===== config.mk =====
export PLATFORM = sky130hd
export DESIGN_NAME = chip_7402_emu_flat
export DESIGN_NICKNAME = d
export VERILOG_FILES = /design/src/rtl/chip_pkg.sv /design/src/rtl/chip_7402_emu_if.sv /design/src/rtl/chip_emu_delay_line.sv /design/src/rtl/chip_7402_emu.sv /design/src/flat_wrapper.sv
export SDC_FILE = /design/constraint.sdc
export NUM_CORES = 1
export LEC_CHECK = 0
export CAP_MARGIN = 10
export CORE_MARGIN = 2
export CORE_UTILIZATION = 60
export CTS_CLUSTER_DIAMETER = 200
export DETAILED_ROUTE_END_ITERATION = 16
export DONT_BUFFER_PORTS = 1
export PLACE_DENSITY = 0.75
export SLEW_MARGIN = 20
export SYNTH_ARGS = -nofsm -noshare
export SYNTH_HDL_FRONTEND = slang
export SYNTH_HIERARCHICAL = 1
export SYNTH_SLANG_ARGS = --single-unit
export TNS_END_PERCENT = 1

===== constraint.sdc =====
create_clock -name Clk -period 2.4 [get_ports Clk]
set_clock_uncertainty 0.15 [all_clocks]
set_input_delay 0.48 -clock Clk [delete_from_list [all_inputs] [get_ports Clk]]
set_output_delay 0.48 -clock Clk [all_outputs]
set_load 0.1 [all_outputs]

===== src/rtl/chip_pkg.sv =====
// chip_pkg: shared types and constants for the 7402 quad 2-input NOR emulator.
// Holds the emulator state enum, the per-gate fault enum, the delay ceiling
// and the gate evaluation helper used by chip_7402_emu.
package chip_pkg;

    localparam int MAX_DELAY = 4;

    typedef enum logic [1:0] {
        ST_OFF    = 2'd0,
        ST_SETTLE = 2'd1,
        ST_ACTIVE = 2'd2
    } emu_state_e;

    typedef enum logic [1:0] {
        FT_NONE   = 2'b00,
        FT_STUCK0 = 2'b01,
        FT_STUCK1 = 2'b10,
        FT_INVERT = 2'b11
    } fault_type_e;

    // One gate's output: a healthy gate is NOR, faults replace that result.
    function automatic logic gate_eval(input logic a, input logic b, input fault_type_e ft);
        logic y;
        case (ft)
            FT_NONE:   y = ~(a | b);
            FT_STUCK0: y = 1'b0;
            FT_STUCK1: y = 1'b1;
            FT_INVERT: y = a | b;
            default:   y = ~(a | b);
        endcase
        return y;
    endfunction

endpackage


===== src/rtl/chip_7402_emu_if.sv =====
// chip_7402_emu_if: pin-level and fault-injection signals of the 7402 emulator.
// The master side drives the gate inputs, power enable and fault strobe;
// the slave side (the emulator) drives the gate outputs and status.
interface chip_7402_emu_if;

    logic       Enable;
    logic       Pin2, Pin3, Pin5, Pin6, Pin8, Pin9, Pin11, Pin12;
    logic       Pin1, Pin4, Pin10, Pin13;
    logic       Fault_Load;
    logic [1:0] Fault_Gate;
    logic [1:0] Fault_Type;
    logic       Fault_Ack;
    logic       Active;
    logic [7:0] Vec_Count;

    modport master (
        output Enable,
        output Pin2, Pin3, Pin5, Pin6, Pin8, Pin9, Pin11, Pin12,
        output Fault_Load, Fault_Gate, Fault_Type,
        input  Pin1, Pin4, Pin10, Pin13,
        input  Fault_Ack, Active, Vec_Count
    );

    modport slave (
        input  Enable,
        input  Pin2, Pin3, Pin5, Pin6, Pin8, Pin9, Pin11, Pin12,
        input  Fault_Load, Fault_Gate, Fault_Type,
        output Pin1, Pin4, Pin10, Pin13,
        output Fault_Ack, Active, Vec_Count
    );

endinterface


===== src/rtl/chip_emu_delay_line.sv =====
// chip_emu_delay_line: 4-bit wide, DEPTH-deep shift register that models the
// gate propagation delay. A flush discards everything already in flight; the
// word presented on the flush edge is current data and is kept, so the line
// holds only post-flush samples and is full again DEPTH cycles later.
module chip_emu_delay_line #(
    parameter int DEPTH = 2
) (
    input  logic       clk,
    input  logic       rst_n,
    input  logic       flush,
    input  logic [3:0] din,
    output logic [3:0] dout
);

    logic [DEPTH-1:0][3:0] stage_q;
    logic [DEPTH-1:0][3:0] stage_d;

    // Next contents: shift din in, or drop older stages on a flush
    always_comb begin
        stage_d = {DEPTH{4'b0000}};
        if (flush) begin
            stage_d[0] = din;
        end else begin
            stage_d[0] = din;
            for (int i = 1; i < DEPTH; i++) begin
                stage_d[i] = stage_q[i-1];
            end
        end
    end

    // Shift register storage with synchronous active-low reset
    always_ff @(posedge clk) begin
        if (!rst_n) begin
            stage_q <= {DEPTH{4'b0000}};
        end else begin
            stage_q <= stage_d;
        end
    end

    assign dout = stage_q[DEPTH-1];

endmodule


===== src/rtl/chip_7402_emu.sv =====
// chip_7402_emu: cycle-based emulator of a 7402 quad 2-input NOR package.
// Power sequencing Off -> Settle -> Active, DELAY-cycle output latency,
// input-vector change counter, and optional per-gate fault injection built
// only when the macro CHIP_EMU_FAULT_EN is defined.
module chip_7402_emu
    import chip_pkg::*;
#(
    parameter int DELAY = 2
) (
    input  logic            Clk,
    input  logic            Reset,
    chip_7402_emu_if.slave  bus
);

    // Out-of-range DELAY values are clamped into 1..MAX_DELAY.
    localparam int         DEPTH       = (DELAY < 1) ? 1 : ((DELAY > MAX_DELAY) ? MAX_DELAY : DELAY);
    localparam logic [1:0] SETTLE_LAST = 2'(DEPTH - 1);

    emu_state_e      state_q, state_d;
    logic [1:0]      settle_cnt_q, settle_cnt_d;
    logic [7:0]      prev_vec_q, prev_vec_d;
    logic [7:0]      vec_count_q, vec_count_d;
    logic [3:0]      pin_q, pin_d;
    logic            active_q, active_d;
    logic [7:0]      vec_s;
    logic            flush_s;
    logic [3:0]      gate_y_s;
    logic [3:0]      dl_out_s;
    logic [3:0][1:0] fault_s;

    // Gate inputs in pin order: bits [2g+1:2g] are the A/B pair of gate g.
    assign vec_s = {bus.Pin12, bus.Pin11, bus.Pin9, bus.Pin8,
                    bus.Pin6,  bus.Pin5,  bus.Pin3, bus.Pin2};

`ifdef CHIP_EMU_FAULT_EN
    logic [3:0][1:0] fault_q, fault_d;
    logic            ack_q, ack_d;

    // Fault table update: a strobe overwrites the selected gate's entry
    always_comb begin
        fault_d = fault_q;
        ack_d   = 1'b0;
        if (bus.Fault_Load) begin
            fault_d[bus.Fault_Gate] = bus.Fault_Type;
            ack_d                   = 1'b1;
        end else begin
            ack_d = 1'b0;
        end
    end

    // Fault table and acknowledge registers
    always_ff @(posedge Clk) begin
        if (!Reset) begin
            fault_q <= {4{2'b00}};
            ack_q   <= 1'b0;
        end else begin
            fault_q <= fault_d;
            ack_q   <= ack_d;
        end
    end

    assign fault_s       = fault_q;
    assign bus.Fault_Ack = ack_q;
`else
    assign fault_s       = {4{2'b00}};
    assign bus.Fault_Ack = 1'b0;
`endif

    // Evaluate the four gates (with faults) on the live inputs
    always_comb begin
        gate_y_s = 4'b0000;
        for (int g = 0; g < 4; g++) begin
            gate_y_s[g] = gate_eval(vec_s[2*g], vec_s[2*g+1], fault_type_e'(fault_s[g]));
        end
    end

    chip_emu_delay_line #(
        .DEPTH (DEPTH)
    ) u_delay_line (
        .clk   (Clk),
        .rst_n (Reset),
        .flush (flush_s),
        .din   (gate_y_s),
        .dout  (dl_out_s)
    );

    // Power FSM, settle timer, vector-change counter and output gating
    always_comb begin
        state_d      = state_q;
        settle_cnt_d = settle_cnt_q;
        vec_count_d  = vec_count_q;
        flush_s      = 1'b0;
        case (state_q)
            ST_OFF: begin
                if (bus.Enable) begin
                    state_d      = ST_SETTLE;
                    settle_cnt_d = 2'd0;
                    vec_count_d  = 8'd0;
                    flush_s      = 1'b1;
                end else begin
                    state_d = ST_OFF;
                end
            end
            ST_SETTLE: begin
                if (!bus.Enable) begin
                    state_d = ST_OFF;
                end else if (settle_cnt_q == SETTLE_LAST) begin
                    state_d = ST_ACTIVE;
                end else begin
                    settle_cnt_d = settle_cnt_q + 2'd1;
                end
            end
            ST_ACTIVE: begin
                if (!bus.Enable) begin
                    state_d = ST_OFF;
                end else begin
                    state_d = ST_ACTIVE;
                end
                // Only changes seen while already Active count, so an input
                // change on the Settle->Active edge is never counted.
                if ((vec_s != prev_vec_q) && (vec_count_q != 8'hFF)) begin
                    vec_count_d = vec_count_q + 8'd1;
                end else begin
                    vec_count_d = vec_count_q;
                end
            end
            default: begin
                state_d = ST_OFF;
            end
        endcase
        prev_vec_d = vec_s;
        active_d   = (state_d == ST_ACTIVE);
        pin_d      = active_d ? dl_out_s : 4'b0000;
    end

    // State and registered outputs with synchronous active-low reset
    always_ff @(posedge Clk) begin
        if (!Reset) begin
            state_q      <= ST_OFF;
            settle_cnt_q <= 2'd0;
            prev_vec_q   <= 8'h00;
            vec_count_q  <= 8'h00;
            pin_q        <= 4'b0000;
            active_q     <= 1'b0;
        end else begin
            state_q      <= state_d;
            settle_cnt_q <= settle_cnt_d;
            prev_vec_q   <= prev_vec_d;
            vec_count_q  <= vec_count_d;
            pin_q        <= pin_d;
            active_q     <= active_d;
        end
    end

    assign bus.Pin1      = pin_q[0];
    assign bus.Pin4      = pin_q[1];
    assign bus.Pin10     = pin_q[2];
    assign bus.Pin13     = pin_q[3];
    assign bus.Active    = active_q;
    assign bus.Vec_Count = vec_count_q;

endmodule


===== src/flat_wrapper.sv =====
// flat-port wrapper written by rule: the top's interface ports become plain ports
module chip_7402_emu_flat import chip_pkg::*;
#(
    parameter int DELAY = 2
)
  (Clk, Reset, bus_Enable, bus_Pin2, bus_Pin3, bus_Pin5, bus_Pin6, bus_Pin8, bus_Pin9, bus_Pin11, bus_Pin12, bus_Fault_Load, bus_Fault_Gate, bus_Fault_Type, bus_Pin1, bus_Pin4, bus_Pin10, bus_Pin13, bus_Fault_Ack, bus_Active, bus_Vec_Count);
  chip_7402_emu_if bus_i ();
  input  logic Clk;
  input  logic Reset;
  input wire logic [$bits(bus_i.Enable)-1:0] bus_Enable;
  input wire logic [$bits(bus_i.Pin2)-1:0] bus_Pin2;
  input wire logic [$bits(bus_i.Pin3)-1:0] bus_Pin3;
  input wire logic [$bits(bus_i.Pin5)-1:0] bus_Pin5;
  input wire logic [$bits(bus_i.Pin6)-1:0] bus_Pin6;
  input wire logic [$bits(bus_i.Pin8)-1:0] bus_Pin8;
  input wire logic [$bits(bus_i.Pin9)-1:0] bus_Pin9;
  input wire logic [$bits(bus_i.Pin11)-1:0] bus_Pin11;
  input wire logic [$bits(bus_i.Pin12)-1:0] bus_Pin12;
  input wire logic [$bits(bus_i.Fault_Load)-1:0] bus_Fault_Load;
  input wire logic [$bits(bus_i.Fault_Gate)-1:0] bus_Fault_Gate;
  input wire logic [$bits(bus_i.Fault_Type)-1:0] bus_Fault_Type;
  output wire logic [$bits(bus_i.Pin1)-1:0] bus_Pin1;
  output wire logic [$bits(bus_i.Pin4)-1:0] bus_Pin4;
  output wire logic [$bits(bus_i.Pin10)-1:0] bus_Pin10;
  output wire logic [$bits(bus_i.Pin13)-1:0] bus_Pin13;
  output wire logic [$bits(bus_i.Fault_Ack)-1:0] bus_Fault_Ack;
  output wire logic [$bits(bus_i.Active)-1:0] bus_Active;
  output wire logic [$bits(bus_i.Vec_Count)-1:0] bus_Vec_Count;
  assign bus_i.Enable = bus_Enable;
  assign bus_i.Pin2 = bus_Pin2;
  assign bus_i.Pin3 = bus_Pin3;
  assign bus_i.Pin5 = bus_Pin5;
  assign bus_i.Pin6 = bus_Pin6;
  assign bus_i.Pin8 = bus_Pin8;
  assign bus_i.Pin9 = bus_Pin9;
  assign bus_i.Pin11 = bus_Pin11;
  assign bus_i.Pin12 = bus_Pin12;
  assign bus_i.Fault_Load = bus_Fault_Load;
  assign bus_i.Fault_Gate = bus_Fault_Gate;
  assign bus_i.Fault_Type = bus_Fault_Type;
  assign bus_Pin1 = bus_i.Pin1;
  assign bus_Pin4 = bus_i.Pin4;
  assign bus_Pin10 = bus_i.Pin10;
  assign bus_Pin13 = bus_i.Pin13;
  assign bus_Fault_Ack = bus_i.Fault_Ack;
  assign bus_Active = bus_i.Active;
  assign bus_Vec_Count = bus_i.Vec_Count;
  chip_7402_emu #(.DELAY(DELAY)) u_core (.Clk(Clk), .Reset(Reset), .bus(bus_i));
endmodule

==> impl_metrics.yaml <==
status:
  status: "finished clean"
floorplanning:
  start_util_pct: 62.4
  die_x_um: 51.5
  row_count: 17
  ioPinCount: 30
  dieArea_um2: 2650
  placeableCoreArea_um2: 2170
  chipHeight_um: 51.5
clock_network:
  h-tree-depth: 2
  cts_resized: 0
  cts_made_buffers: 5
  path_clk_slew_ns: 0.10
  clk-insertion-delay-late_ns: 0.32
  cts_setup_buffers: 0
  cts.path.max_buffers: 2
  cts_tree: "done"
  clock-sinks: 33
  cts-hold-fix-buffers: 0
  cts_root_buffer: "clkbuf_4"
timing:
  timing.slew.headroom_pct: 60.7
  worst_pin_slew_ns: 0.590
  rsz0062_at_grt: "no"
  hold_viol: 0
  fmax_ghz: 0.506
  setup_violations: 0
  tns_ns: 0
  fin_crit_sh_pct: 82.3
  slew_violations: 0
  fin_crit_ns: 1.97
synthesis:
  avgSynthCellArea_um2: 9.67
  synth.net_count: 158
  synth_cell_type_count: 33
  yosysWarnings: 6
  async_flop_share_pct: 0
  synth_area_leaders: "dfxtp_1 49%, and2_1 5.5%, xnor2_1 5.2%, o211ai_1 4.4%, buf_4 3.9%"
  synth_top_flop_cell: "dfxtp_1"
  syn_area_um2: 1350
  synth-seq-area-share_pct: 48.8
  synth-seq-cells: 33
  synthCells: 140
  yosys.area.top_type: "dfxtp_1"
  synth_edf_count: 0
  yosys-top-cells-count: "33 x dfxtp_1, 12 x and2_1, 8 x nor2_1, 8 x o211ai_1, 8 x xnor2_1"
  yosysMostFrequentCell: "dfxtp_1"
  yosysTopAreaCellShare_pct: 48.8
grt:
  antenna_found_initial: 0
  grt_usage_pct: 20.7
  met2_usage_pct: 33.8
  grt_pass1_vias: 967
  grt_pass1_wl_um: 4010
  grt_max_degree: 20
  gr-total-overflow: 0
  use_met3_pct: 7.18
  top_usage_layer: "met2"
  grtUsageMet1_pct: 23.1
setup_path:
  worstSetupStartpointType: "register"
  crit_path_end_kind: "register"
  crit_path_top_delay_cell: "dfxtp_2"
  reg2reg_depth: 6
  critPathMaxStageDelay_ns: 0.34
  timing.rr.start: "u_core/bus.Vec_Count[0]"
  cp.arrival_ns: 2.08
  crit_fanout: 4
  critPathLaunch: "u_core/bus.Vec_Count[0]"
  crit_required_ns: 2.51
  r2r_slack_ns: 0.43
  path_class: "reg -> reg"
  path_cells: "buf_4, nand3_2, or2_1, or2_0, or3_1, a31oi_1"
route:
  wire_per_inst_um: 12.9
  first_pass_iters: 4
  ant_nets: 0
  detail_route.iter0.violations: 6
  via_count: 952
  drc: 0
  vias_per_cell: 5.29
  wl_um: 2330
job:
  drv_cap: 0
pwr:
  ir_worst_vdd_mv: 0.495
  power.leakage_nw: 0.606
  p_per_area_nw_per_um2: 681
finish:
  nFillCells: 188
  n_antenna_cell: 0
  layout.nets: 169
  drive_above_1_share_pct: 21.7
  finalNonFillerCells: 180
  layout-area-overhead-vs-synth_pct: 12.0
placed_design:
  placed_cells: 172
  io_buffers: 0
  place_hpwl_um: 1580
  globalplace.congestion: 0.767
worst_hold_path:
  hold_class: "in -> reg"
  hold_path_depth: 1
  min_from: "bus_Pin5"
==> kinds of logic (layout without fill, tap and decap cells) <==
group | after synthesis | count (layout) | synth area share, %
flip-flops | 33 | 33 | 48.8
other | 1 | 1 | 0.277
AO/OA/AOI/OAI | 21 | 21 | 10.8
AND/OR/NAND/NOR | 62 | 62 | 27.5
adder cells (fa/ha/maj) | 2 | 2 | 1.85
buffers and inverters | 13 | 25 | 5.64
XOR/XNOR | 8 | 8 | 5.18
==> report_power, final <==
group / total, mW / switching (mW) / internal (mW)
logic: 0.0479 / 0.0261 / 0.0218
clock network: 0.419 / 0.171 / 0.249
registers: 0.566 / 0.00540 / 0.560
total: 1.03 / 0.202 / 0.831
==> through the flow <==
stage          hold WS, ns  util [%]  setup slack (ns)  power, mW  area (um^2)
6_report             0.123      69.9             0.426       1.03         1520
5_1_grt              0.101      69.9             0.344       1.07         1520
4_1_cts              0.109      69.9             0.429       1.04         1520
3_5_place_dp         0.264      66.0             0.471      0.626         1430
3_3_place_gp         0.260      66.0             0.531      0.624         1430
2_1_floorplan        0.294         -             0.117      0.626         1360
==> cell type report <==
| class | count | area (um^2) | area share [%] |
|---|---|---|---|
| Clock inverter | 1 | 30.0 | 1.98 |
| Timing Repair Buffer | 14 | 105 | 6.93 |
| Multi-Input combinational cell | 94 | 617 | 40.7 |
| Sequential cell | 33 | 663 | 43.7 |
| Clock buffer | 7 | 55.1 | 3.63 |
| Tap cell | 28 | 35.0 | 2.31 |
| Inverter | 3 | 11.3 | 0.743 |
==> layer usage <==
metal  share of wire, %  wire length (um)
met1                 44              1010
met2                 50              1180
met3                4.2                98
met4                1.8                41
met5                  0                 0
==> worst max-delay path: cells and delay by family, from the launching register on <==
family | cells | cell delay [ns]
AND/OR/NAND/NOR | 4 | 0.95
AO/OA/AOI/OAI | 1 | 0.17
flip-flops | 1 | 0.34
buffers and inverters | 1 | 0.31
==> cells in the final DEF, fill, tap and decap left out <==
| cell | n |
|---|---|
| dfxtp_1 | 31 |
| clkbuf_4 | 5 |
| bufinv_16 | 1 |
| nand3b_1 | 2 |
| or3_1 | 4 |
| o21ai_2 | 1 |
| dfxtp_2 | 2 |
| or2_0 | 1 |
| or3_2 | 1 |
| clkbuf_8 | 1 |
| nand3_1 | 6 |
| nor2_2 | 1 |
| buf_4 | 14 |
| a21oi_1 | 4 |
| nand2b_1 | 1 |
| and2_1 | 12 |
| nor2b_1 | 2 |
| or2_1 | 2 |
| a31oi_1 | 6 |
| or2_2 | 1 |
| nor2_1 | 8 |
| clkbuf_1 | 1 |
| nand3_2 | 1 |
| xnor2_1 | 8 |
| and3b_1 | 4 |
| or3b_2 | 1 |
| o211a_1 | 2 |
| or3b_1 | 1 |
| or4_1 | 1 |
| nand4_1 | 2 |
| and2_2 | 4 |
| o211ai_1 | 8 |
| conb_1 | 1 |
| inv_1 | 3 |
| ha_1 | 2 |
| nand2_1 | 7 |
==> registers in the layout, summed over array words and instances (netlist names) <==
| signal | flops |
|---|---|
| u_core/state_q | 2 |
| u_core/bus.Vec_Count | 8 |
| u_core/bus.Active | 1 |
| u_core/u_delay_line/stage_q | 4 |
| u_core/prev_vec_q | 8 |
| u_core/settle_cnt_q | 2 |
| u_core/u_delay_line/dout | 4 |
| u_core/pin_q | 4 |
==> path summary, 6_finish.rpt <==
check	end
setup / recovery	u_core/bus.Vec_Count[7]
hold / removal	u_core/prev_vec_q[2]
setup reg to reg	u_core/bus.Vec_Count[7]
hold reg to reg	u_core/pin_q[1]
Note: power is estimated with default switching activity, not from simulation.
